### src/rtl/sdes_decrypt_core.sv
// Iterative S-DES decryption core: 8-bit ciphertext + 10-bit key in, 8-bit plaintext out.
// Latency: out_valid rises on the 4th rising edge counting the accepting edge; one block per 5 cycles max.
// Backpressure: in_ready only in IDLE; result held in DONE until out_valid && out_ready.
//
// Ports:
//   clk       - rising-edge clock
//   rst_n     - asynchronous active-low reset
//   in_valid  - ciphertext/key valid;  in_ready - core idle and able to accept
//   in_data   - ciphertext (bit7 = S-DES bit 1)
//   in_key    - key (bit9 = S-DES bit 1)
//   mode      - only with SDES_DEC_ENC_MODE_EN: 1 = encrypt (K1 then K2), 0 = decrypt
//   out_valid - plaintext valid;  out_ready - downstream accepts
//   out_data  - plaintext (cleared on pop when CLEAR_ON_POP = 1)
//   busy      - high in every state except IDLE
// Build option: define SDES_DEC_ENC_MODE_EN to add the mode port.
module sdes_decrypt_core #(
  parameter bit CLEAR_ON_POP = 1'b1
) (
  input  logic       clk,
  input  logic       rst_n,
  input  logic       in_valid,
  output logic       in_ready,
  input  logic [7:0] in_data,
  input  logic [9:0] in_key,
`ifdef SDES_DEC_ENC_MODE_EN
  input  logic       mode,
`endif
  output logic       out_valid,
  input  logic       out_ready,
  output logic [7:0] out_data,
  output logic       busy
);

  typedef enum logic [2:0] {
    IDLE   = 3'd0,
    KEYGEN = 3'd1,
    ROUND1 = 3'd2,
    ROUND2 = 3'd3,
    DONE   = 3'd4
  } state_t;

  // Permutations below use 1-based S-DES numbering: bit i of an N-bit vector is x[N-i].

  // P10 = 3 5 2 7 4 10 1 9 8 6
  function automatic logic [9:0] p10(input logic [9:0] k);
    return {k[7], k[5], k[8], k[3], k[6], k[0], k[9], k[1], k[2], k[4]};
  endfunction

  // P8 = 6 3 7 4 8 5 10 9
  function automatic logic [7:0] p8(input logic [9:0] k);
    return {k[4], k[7], k[3], k[6], k[2], k[5], k[0], k[1]};
  endfunction

  // Rotate each 5-bit half left by one.
  function automatic logic [9:0] ls1(input logic [9:0] k);
    return {k[8:5], k[9], k[3:0], k[4]};
  endfunction

  // IP = 2 6 3 1 4 8 5 7
  function automatic logic [7:0] ip(input logic [7:0] x);
    return {x[6], x[2], x[5], x[7], x[4], x[0], x[3], x[1]};
  endfunction

  // IP^-1 = 4 1 3 5 7 2 8 6
  function automatic logic [7:0] ip_inv(input logic [7:0] x);
    return {x[4], x[7], x[5], x[3], x[1], x[6], x[0], x[2]};
  endfunction

  // EP = 4 1 2 3 2 3 4 1
  function automatic logic [7:0] ep(input logic [3:0] r);
    return {r[0], r[3], r[2], r[1], r[2], r[1], r[0], r[3]};
  endfunction

  // P4 = 2 4 3 1
  function automatic logic [3:0] p4(input logic [3:0] s);
    return {s[2], s[0], s[1], s[3]};
  endfunction

  // Index is {row, col}.
  function automatic logic [1:0] s0(input logic [3:0] idx);
    logic [1:0] v;
    case (idx)
      4'd0:  v = 2'd1;  4'd1:  v = 2'd0;  4'd2:  v = 2'd3;  4'd3:  v = 2'd2;
      4'd4:  v = 2'd3;  4'd5:  v = 2'd2;  4'd6:  v = 2'd1;  4'd7:  v = 2'd0;
      4'd8:  v = 2'd0;  4'd9:  v = 2'd2;  4'd10: v = 2'd1;  4'd11: v = 2'd3;
      4'd12: v = 2'd3;  4'd13: v = 2'd1;  4'd14: v = 2'd3;  default: v = 2'd2;
    endcase
    return v;
  endfunction

  function automatic logic [1:0] s1(input logic [3:0] idx);
    logic [1:0] v;
    case (idx)
      4'd0:  v = 2'd0;  4'd1:  v = 2'd1;  4'd2:  v = 2'd2;  4'd3:  v = 2'd3;
      4'd4:  v = 2'd2;  4'd5:  v = 2'd0;  4'd6:  v = 2'd1;  4'd7:  v = 2'd3;
      4'd8:  v = 2'd3;  4'd9:  v = 2'd0;  4'd10: v = 2'd1;  4'd11: v = 2'd0;
      4'd12: v = 2'd2;  4'd13: v = 2'd1;  4'd14: v = 2'd0;  default: v = 2'd3;
    endcase
    return v;
  endfunction

  // Round function F(R, K) = P4(sbox(EP(R) ^ K)).
  // S0 row = {b1,b4}, col = {b2,b3}; S1 row = {b5,b8}, col = {b6,b7}.
  function automatic logic [3:0] f_round(input logic [3:0] r, input logic [7:0] k);
    logic [7:0] e;
    e = ep(r) ^ k;
    return p4({s0({e[7], e[4], e[6], e[5]}), s1({e[3], e[0], e[2], e[1]})});
  endfunction

  state_t     state_q, state_d;
  logic [7:0] blk_q;
  logic [9:0] key_q;
  logic [7:0] k1_q, k2_q;
  logic [7:0] lr_q;     // {L, R} halves of the block between rounds
  logic [7:0] out_data_q;

  // Key schedule: K1 after LS-1, K2 after two further left shifts.
  logic [9:0] p10_w, sh1_w, sh3_w;
  logic [7:0] k1_w, k2_w;
  assign p10_w = p10(key_q);
  assign sh1_w = ls1(p10_w);
  assign sh3_w = ls1(ls1(sh1_w));
  assign k1_w  = p8(sh1_w);
  assign k2_w  = p8(sh3_w);

  // Subkey order: decrypt uses K2 then K1; encrypt mode reverses it.
  logic [7:0] key_r1, key_r2;
`ifdef SDES_DEC_ENC_MODE_EN
  logic mode_q;
  assign key_r1 = mode_q ? k1_q : k2_q;
  assign key_r2 = mode_q ? k2_q : k1_q;
`else
  assign key_r1 = k2_q;
  assign key_r2 = k1_q;
`endif

  logic [7:0] round_key;
  logic [3:0] new_l;
  assign round_key = (state_q == ROUND1) ? key_r1 : key_r2;
  assign new_l     = lr_q[7:4] ^ f_round(lr_q[3:0], round_key);

  always_ff @(posedge clk or negedge rst_n) begin
    if (!rst_n) begin
      state_q    <= IDLE;
      blk_q      <= '0;
      key_q      <= '0;
      k1_q       <= '0;
      k2_q       <= '0;
      lr_q       <= '0;
      out_data_q <= '0;
`ifdef SDES_DEC_ENC_MODE_EN
      mode_q     <= 1'b0;
`endif
    end else begin
      state_q <= state_d;
      case (state_q)
        IDLE: begin
          if (in_valid) begin
            blk_q <= in_data;
            key_q <= in_key;
`ifdef SDES_DEC_ENC_MODE_EN
            mode_q <= mode;
`endif
          end
        end
        KEYGEN: begin
          k1_q <= k1_w;
          k2_q <= k2_w;
          lr_q <= ip(blk_q);
        end
        ROUND1: lr_q <= {lr_q[3:0], new_l};  // fk then swap halves
        ROUND2: out_data_q <= ip_inv({new_l, lr_q[3:0]});
        DONE: begin
          if (out_ready && CLEAR_ON_POP) out_data_q <= '0;
        end
        default: ;
      endcase
    end
  end

  // Outputs decode straight from state so an async reset clears them at once.
  always_comb begin
    state_d   = state_q;
    in_ready  = 1'b0;
    out_valid = 1'b0;
    busy      = 1'b1;
    case (state_q)
      IDLE: begin
        in_ready = 1'b1;
        busy     = 1'b0;
        if (in_valid) state_d = KEYGEN;
      end
      KEYGEN: state_d = ROUND1;
      ROUND1: state_d = ROUND2;
      ROUND2: state_d = DONE;
      DONE: begin
        out_valid = 1'b1;
        if (out_ready) state_d = IDLE;
      end
      default: state_d = IDLE;
    endcase
  end

  assign out_data = out_data_q;

endmodule
### config.mk
export PLATFORM = sky130hd
export DESIGN_NAME = sdes_decrypt_core
export DESIGN_NICKNAME = d
export VERILOG_FILES = /design/src/rtl/sdes_decrypt_core.sv
export SDC_FILE = /design/constraint.sdc
export NUM_CORES = 1
export LEC_CHECK = 0
export ABC_AREA = 1
export BUFFER_PORTS_ARGS = -buffer_cell sky130_fd_sc_hd__buf_2
export CAP_MARGIN = 20
export CORE_UTILIZATION = 50
export DETAILED_ROUTE_END_ITERATION = 10
export PLACE_DENSITY = 0.78
export SLEW_MARGIN = 15
export SYNTH_ARGS = -nofsm -noshare
export SYNTH_HDL_FRONTEND = slang
export SYNTH_SLANG_ARGS = --single-unit
### constraint.sdc
create_clock -name clk -period 4.7 [get_ports clk]
set_input_delay 0.235 -clock clk [delete_from_list [all_inputs] [get_ports clk]]
set_output_delay 0.235 -clock clk [all_outputs]
set_load 0.03 [all_outputs]
# [Word level (Yosys, flattened, before mapping)]
# Memory sizes are Yosys's and may differ from the RTL's.
# Index checks and enable logic that the tools add are counted.
[totals] register_bits=53 romBits=64 inputBits=22 output_inout_bits=11 wordCells=33 mem_count=2
[op_classes] n_eq_ne=6 n_mux=10 bitwise_logic=2 n_reduce_logical=6
[memory_table] memory="(no name shown)" words=16 width=2 read_ports=1 rd_ports_with_merged_regs=0 write_ports=0 line="82" source="case (idx)"
[memory_table] memory="(no name shown)" words=16 width=2 read_ports=1 rd_ports_with_merged_regs=0 write_ports=0 line="93" source="case (idx)"
[ops] cell="one-hot mux 8 bit (2 select lines)" count=2
[ops] cell="2-to-1 mux 8 bit" count=2
[ops] cell="one-hot mux 3 bit (5 select lines)" count=1
[ops] cell="bitwise XOR 8 bit" count=1
[ops] cell="== test 3 x 2 -> 1 bit, second input constant" count=2
[ops] cell="2-to-1 mux 3 bit" count=2
[ops] cell="AND reduction 2 bit" count=3
[ops] cell="!= test 2 bit, second input constant" count=2
[ops] cell="nonzero test 2 bit" count=2
[ops] cell="bitwise XOR 4 bit" count=1
[ops] cell="== test 3 x 1 -> 1 bit, second input constant" count=1
[ops] cell="== test 3 bit, second input constant" count=1
[ops] cell="logical NOT 3 bit" count=1
[ops] cell="2-to-1 mux 1 bit" count=3

# [Depth between registers and ports, before layout]
# An unclocked memory read counts as a cell.
[depth] depth_word=6 ltp_mapped=13 depth_no_buf=13

# [Worst setup path after synthesis]
# No wires, ideal clock.
[synth_timing] path_type="reg2reg" startpoint="register state_q[1]" endpoint="register out_data_q[4] (netlist: out_data[4])" setup_time_ns=0.125 arrival_time_ns=1.834 required_time_ns=4.575 setup_slack_ns=2.742 stages_incl_launch_ff=9 n_path_buf=2 period_less_slack_ns=1.958 path_cell_list="dfrtp_1 -> buf_4 -> buf_2 -> nor3_1 -> nand2_1 -> nand2_1 -> inv_2 -> nand2_1 -> o21ai_1"
[synth_between] elab_chain_cells=3 elab_cells_between_ends=6 classes_between="3 x eq/ne; 1 x mux; 2 x reduce/logical"
[synth_lines] item="start: declaration" line="110" source="state_t state_q, state_d;"
[synth_lines] item="start signal: assignment" line="155" source="state_q <= state_d;"
[synth_lines] item="== test 3 bit / == test 3 x 2 -> 1 bit (equally long branches)" line="156" source="case (state_q)"
[synth_lines] item="!= test 2 bit (no source line) / nonzero test 2 bit (equally long branches)"
[synth_lines] item="AND reduction 2 bit (no source line)"
[synth_lines] item="end signal: assignment" line="172" source="ROUND2: out_data_q <= ip_inv({new_l, lr_q[3:0]});"
[synth_lines] item="end: declaration" line="115" source="logic [7:0] out_data_q;"
# Parallel ways exist; a longest one is shown, timed or not.
# A chain may end at the register's enable or synchronous reset.

# [Worst setup path in the final report]
[layout_timing] startpoint="register state_q[1]" endpoint="register lr_q[2]"
[layout_between] elab_chain_cells=6 elab_cells_between_ends=8 classes_between="2 x eq/ne; 2 x mux; 2 x bitwise; 1 x reduce/logical; 1 x memory"
[layout_lines] item="== test 3 x 2 -> 1 bit" line="139, 156"
[layout_lines] item="2-to-1 mux 8 bit" line="139" source="assign round_key = (state_q == ROUND1) ? key_r1 : key_r2;"
[layout_lines] item="bitwise XOR 8 bit" line="106" source="e = ep(r) ^ k;"
[layout_lines] item="memory (16 x 2 bit)"
[layout_lines] item="bitwise XOR 4 bit" line="140" source="assign new_l = lr_q[7:4] ^ f_round(lr_q[3:0], round_key);"
[layout_lines] item="one-hot mux 8 bit (2 select lines)" line="156"
[layout_lines] item="end signal: assignment" line="169" source="lr_q <= ip(blk_q);"
[layout_lines] item="end signal: assignment" line="171" source="ROUND1: lr_q <= {lr_q[3:0], new_l};"
[layout_lines] item="end: declaration" line="114" source="logic [7:0] lr_q;"
# Parallel ways exist; a longest one is shown, timed or not.

==> key figures <==
Outcome
  – Status: completed

Logic synthesis
  – Yosys top cell area share: 47.3%
  – Synth top cells by count: nand2_1 (83), nand3_1 (55), dfrtp_1 (47), inv_1 (46), nor2_1 (22)
  – Asr flop ratio synth: 100%
  – Sequential fraction of the synthesis area: 47.3%
  – Mux contribution to synthesized area: 0.452%
  – Simple-gate share of the synthesized area: 32.5%
  – Syn Inst Count: 329
  – Post-Synth Adder-Cell Area: 0.503%
  – Main area contributors after synthesis: dfrtp_1 (47%), nand2_1 (13%), nand3_1 (11%), inv_1 (6.9%), a21oi_1 (3.6%)
  – Post-synth top flop: dfrtp_1
  – Post-synthesis compound-gate area fraction: 9.50%
  – Synthesis-stage register bit count: 47
  – Syn Nets: 352
  – Mapped Avg Cell Area: 7.56 sq um
  – Yosys top cell by area: dfrtp_1
  – Largest family of logic cells by synthesized area: simple AND/OR/NAND/NOR gates
  – Count leader, synth: nand2_1
  – Post-synth EDFFs: 0
  – Ys Warns: 0
  – Yosys cell types: 24
  – Syn Std Cell Area: 2490 sq um
  – Post-Synth XOR/XNOR Area: 0%

CTS
  – Root Buffer: clkbuf_8
  – Sink Count: 47
  – Bufs on Longest Clock Path: 2
  – Cts repair resizes: 0
  – CTS tree: built
  – # Post-CTS Setup Buffers: 0
  – Clk_lat worst skew: 0.31 ns
  – Total CTS buffers: 5
  – Clock H-tree levels: 2
  – Clk slew on worst S/H paths: 0.09 ns

Critical path
  – Crit path required time: 4.95 ns
  – Cells along the critical path: inv_2 -> nand3_1 -> nand2_1 -> o22ai_1 -> inv_1 -> nand2_1
  – Worst setup SP type: flip-flop
  – CP endpoint kind: flip-flop
  – CP max stage delay: 0.76 ns
  – Crit-path max FO: 25
  – CP arrival: 2.70 ns
  – Worst path slowest cell: dfrtp_1
  – R2R Path Start: state_q[1]
  – Most used cell, CP: nand2_1
  – WS Path Type: flip-flop to flip-flop
  – Crit path launch: state_q[1]

Finish
  – # fillers: 444
  – Fin nets: 383
  – Syn-to-layout area delta: 11.9%
  – Layout cells sized above 1: 16.3%
  – Final core occ: 58.6%
  – Ant diodes: 0

STA
  – Relative slew margins: 47.8%
  – Hold Vio Cnt, Final: 0
  – Setup TNS Final: 0 ns
  – RSZ-0062 raised after global routing: false
  – Final Setup Violations: 0
  – Worst hold slack: 0.153 ns
  – Clock skew: 0.00751 ns
  – Share of the clock period used by the worst path: 52.1%
  – Fmax: 408 MHz
  – Worst-margin pin slew: 0.782 ns
  – Slew Viols, Final: 0
  – Period minus WS final: 2.45 ns
  – Worst setup margin: 2.25 ns

Power and ir drop
  – Power per cell area: 844 nW/um^2
  – VDD IR max: 0.407 mV
  – Total Power: 2.35 mW
  – Leakage: 1.53 nW

Detailed routing
  – Post-DR wirelength/cell: 11.9 microns
  – DR iter-0 viols: 144
  – Vias: 2,117
  – Antenna-violating nets left: 0
  – Routed WL: 5080 microns
  – DRT Pass-1 Iters: 4
  – Vias per std cell: 4.95
  – Post-route DRC: 0

Global routing
  – Total GRT Usage: 22.7%
  – First-pass GRT wire length: 8920 microns
  – Vias in the first global route: 1,956
  – Largest net degree at the start of global routing: 48
  – Grt total ovfl: 0
  – Initial antenna violation count: 0

Flow run
  – Max cap viols: 0

Floorplanning
  – # IOs: 33
  – Core ar.: 4750 sq um
  – Die area: 5260 sq um
  – Starting Density: 52.3%
  – Die width: 72.6 microns
  – Cell Rows: 25
  – Die Ht: 72.6 microns

Worst hold path
  – Hold Crit Class: input port to flip-flop
  – HP Start: in_data[6]

Placed design
  – HPWL after detailed placement: 3750 microns
  – Port buffer count: 32
  – Setup slack after placement: 2.32 ns
  – Routability cong.: 0.925
[worst max-delay path, delay by kind of cell, from the launching register on]
family | cells | cell delay (ns)
DFF | 1 | 0.76
buffers and inverters | 2 | 0.25
and+or+nand+nor | 3 | 1.14
AOI/OAI and AO/OA | 1 | 0.24
[layout make-up]
type                            count  area [sq um]  share of cell area, %
Clock buffer                        6          72.6                   2.61
Multi-Input combinational cell    224          1070                   38.4
Sequential cell                    47          1180                   42.2
Clock inverter                      2          12.5                  0.449
Timing Repair Buffer               34           190                   6.83
Inverter                           48           180                   6.47
Tap cell                           67          83.8                   3.01
[state kept, by name, indices dropped and copies added (netlist names)]
name / flops
k2_q: 3
key_q: 10
state_q: 3
out_data: 8
blk_q: 8
k1_q: 7
lr_q: 8
[placed cells by master, fill, tap and decap left out]
| master | instances |
|---|---|
| clkinvlp_4 | 1 |
| nand3_2 | 2 |
| nand2_2 | 10 |
| o21ai_1 | 4 |
| nand2_1 | 83 |
| mux2_2 | 1 |
| clkbuf_1 | 1 |
| inv_1 | 46 |
| nand2_4 | 1 |
| a21oi_1 | 18 |
| nand3_1 | 55 |
| dfrtp_1 | 47 |
| clkinv_2 | 1 |
| clkbuf_8 | 5 |
| dlygate4sd3_1 | 1 |
| o22ai_1 | 7 |
| buf_2 | 32 |
| nor3_2 | 1 |
| nor2_8 | 1 |
| nor2_1 | 22 |
| o211ai_1 | 1 |
| o21ai_0 | 15 |
| nor3_1 | 1 |
| buf_12 | 1 |
| nor2_4 | 1 |
| ha_1 | 1 |
| inv_2 | 2 |
[final timing paths]
kind / depth (start not counted) / to / slack, ns
max: 6 / lr_q[2] / 2.25
min: 2 / blk_q[6] / 0.15
max reg2reg: 6 / lr_q[2] / 2.25
min reg2reg: 2 / out_data[6] / 0.48
max in group asynchronous: 3 / out_data[4] / 3.87
min in group asynchronous: 2 / key_q[7] / 0.36
[power breakdown]
part | switching, mW | internal (mW)
clock network | 0.133 | 0.104
registers | 0.157 | 0.610
logic | 0.910 | 0.437
total | 1.20 | 1.15
[routing by layer]
layer | routed length, microns | track usage, % | part of all wire (%)
met1 | 2480 | 30.6 | 49
met2 | 2240 | 35.0 | 44
met3 | 259 | 5.69 | 5.1
met4 | 97 | 9.37 | 1.9
met5 | 0 | 0 | 0
[metrics by stage]
step / instance area (sq um) / std cells
after global routing: 2790 / 428
after floorplan: 2490 / 329
after CTS: 2760 / 426
final: 2790 / 428
after detailed placement: 2670 / 418
after global placement: 2670 / 418
[repair_timing]
action / in CTS / in global routing
endpoints found under the setup margin: 0 / 0
hold buffers: 0 / 1
endpoints found under the hold margin: 0 / 13
[cells by family (layout without fill, tap and decap cells)]
logic type,Yosys count,count (layout)
and+or+nand+nor,177,177
adders and majority gates,1,1
AOI/OAI and AO/OA,45,45
DFF,47,47
buffers and inverters,58,90
muxes,1,1
No activity file was read; power rests on OpenSTA's default activity.
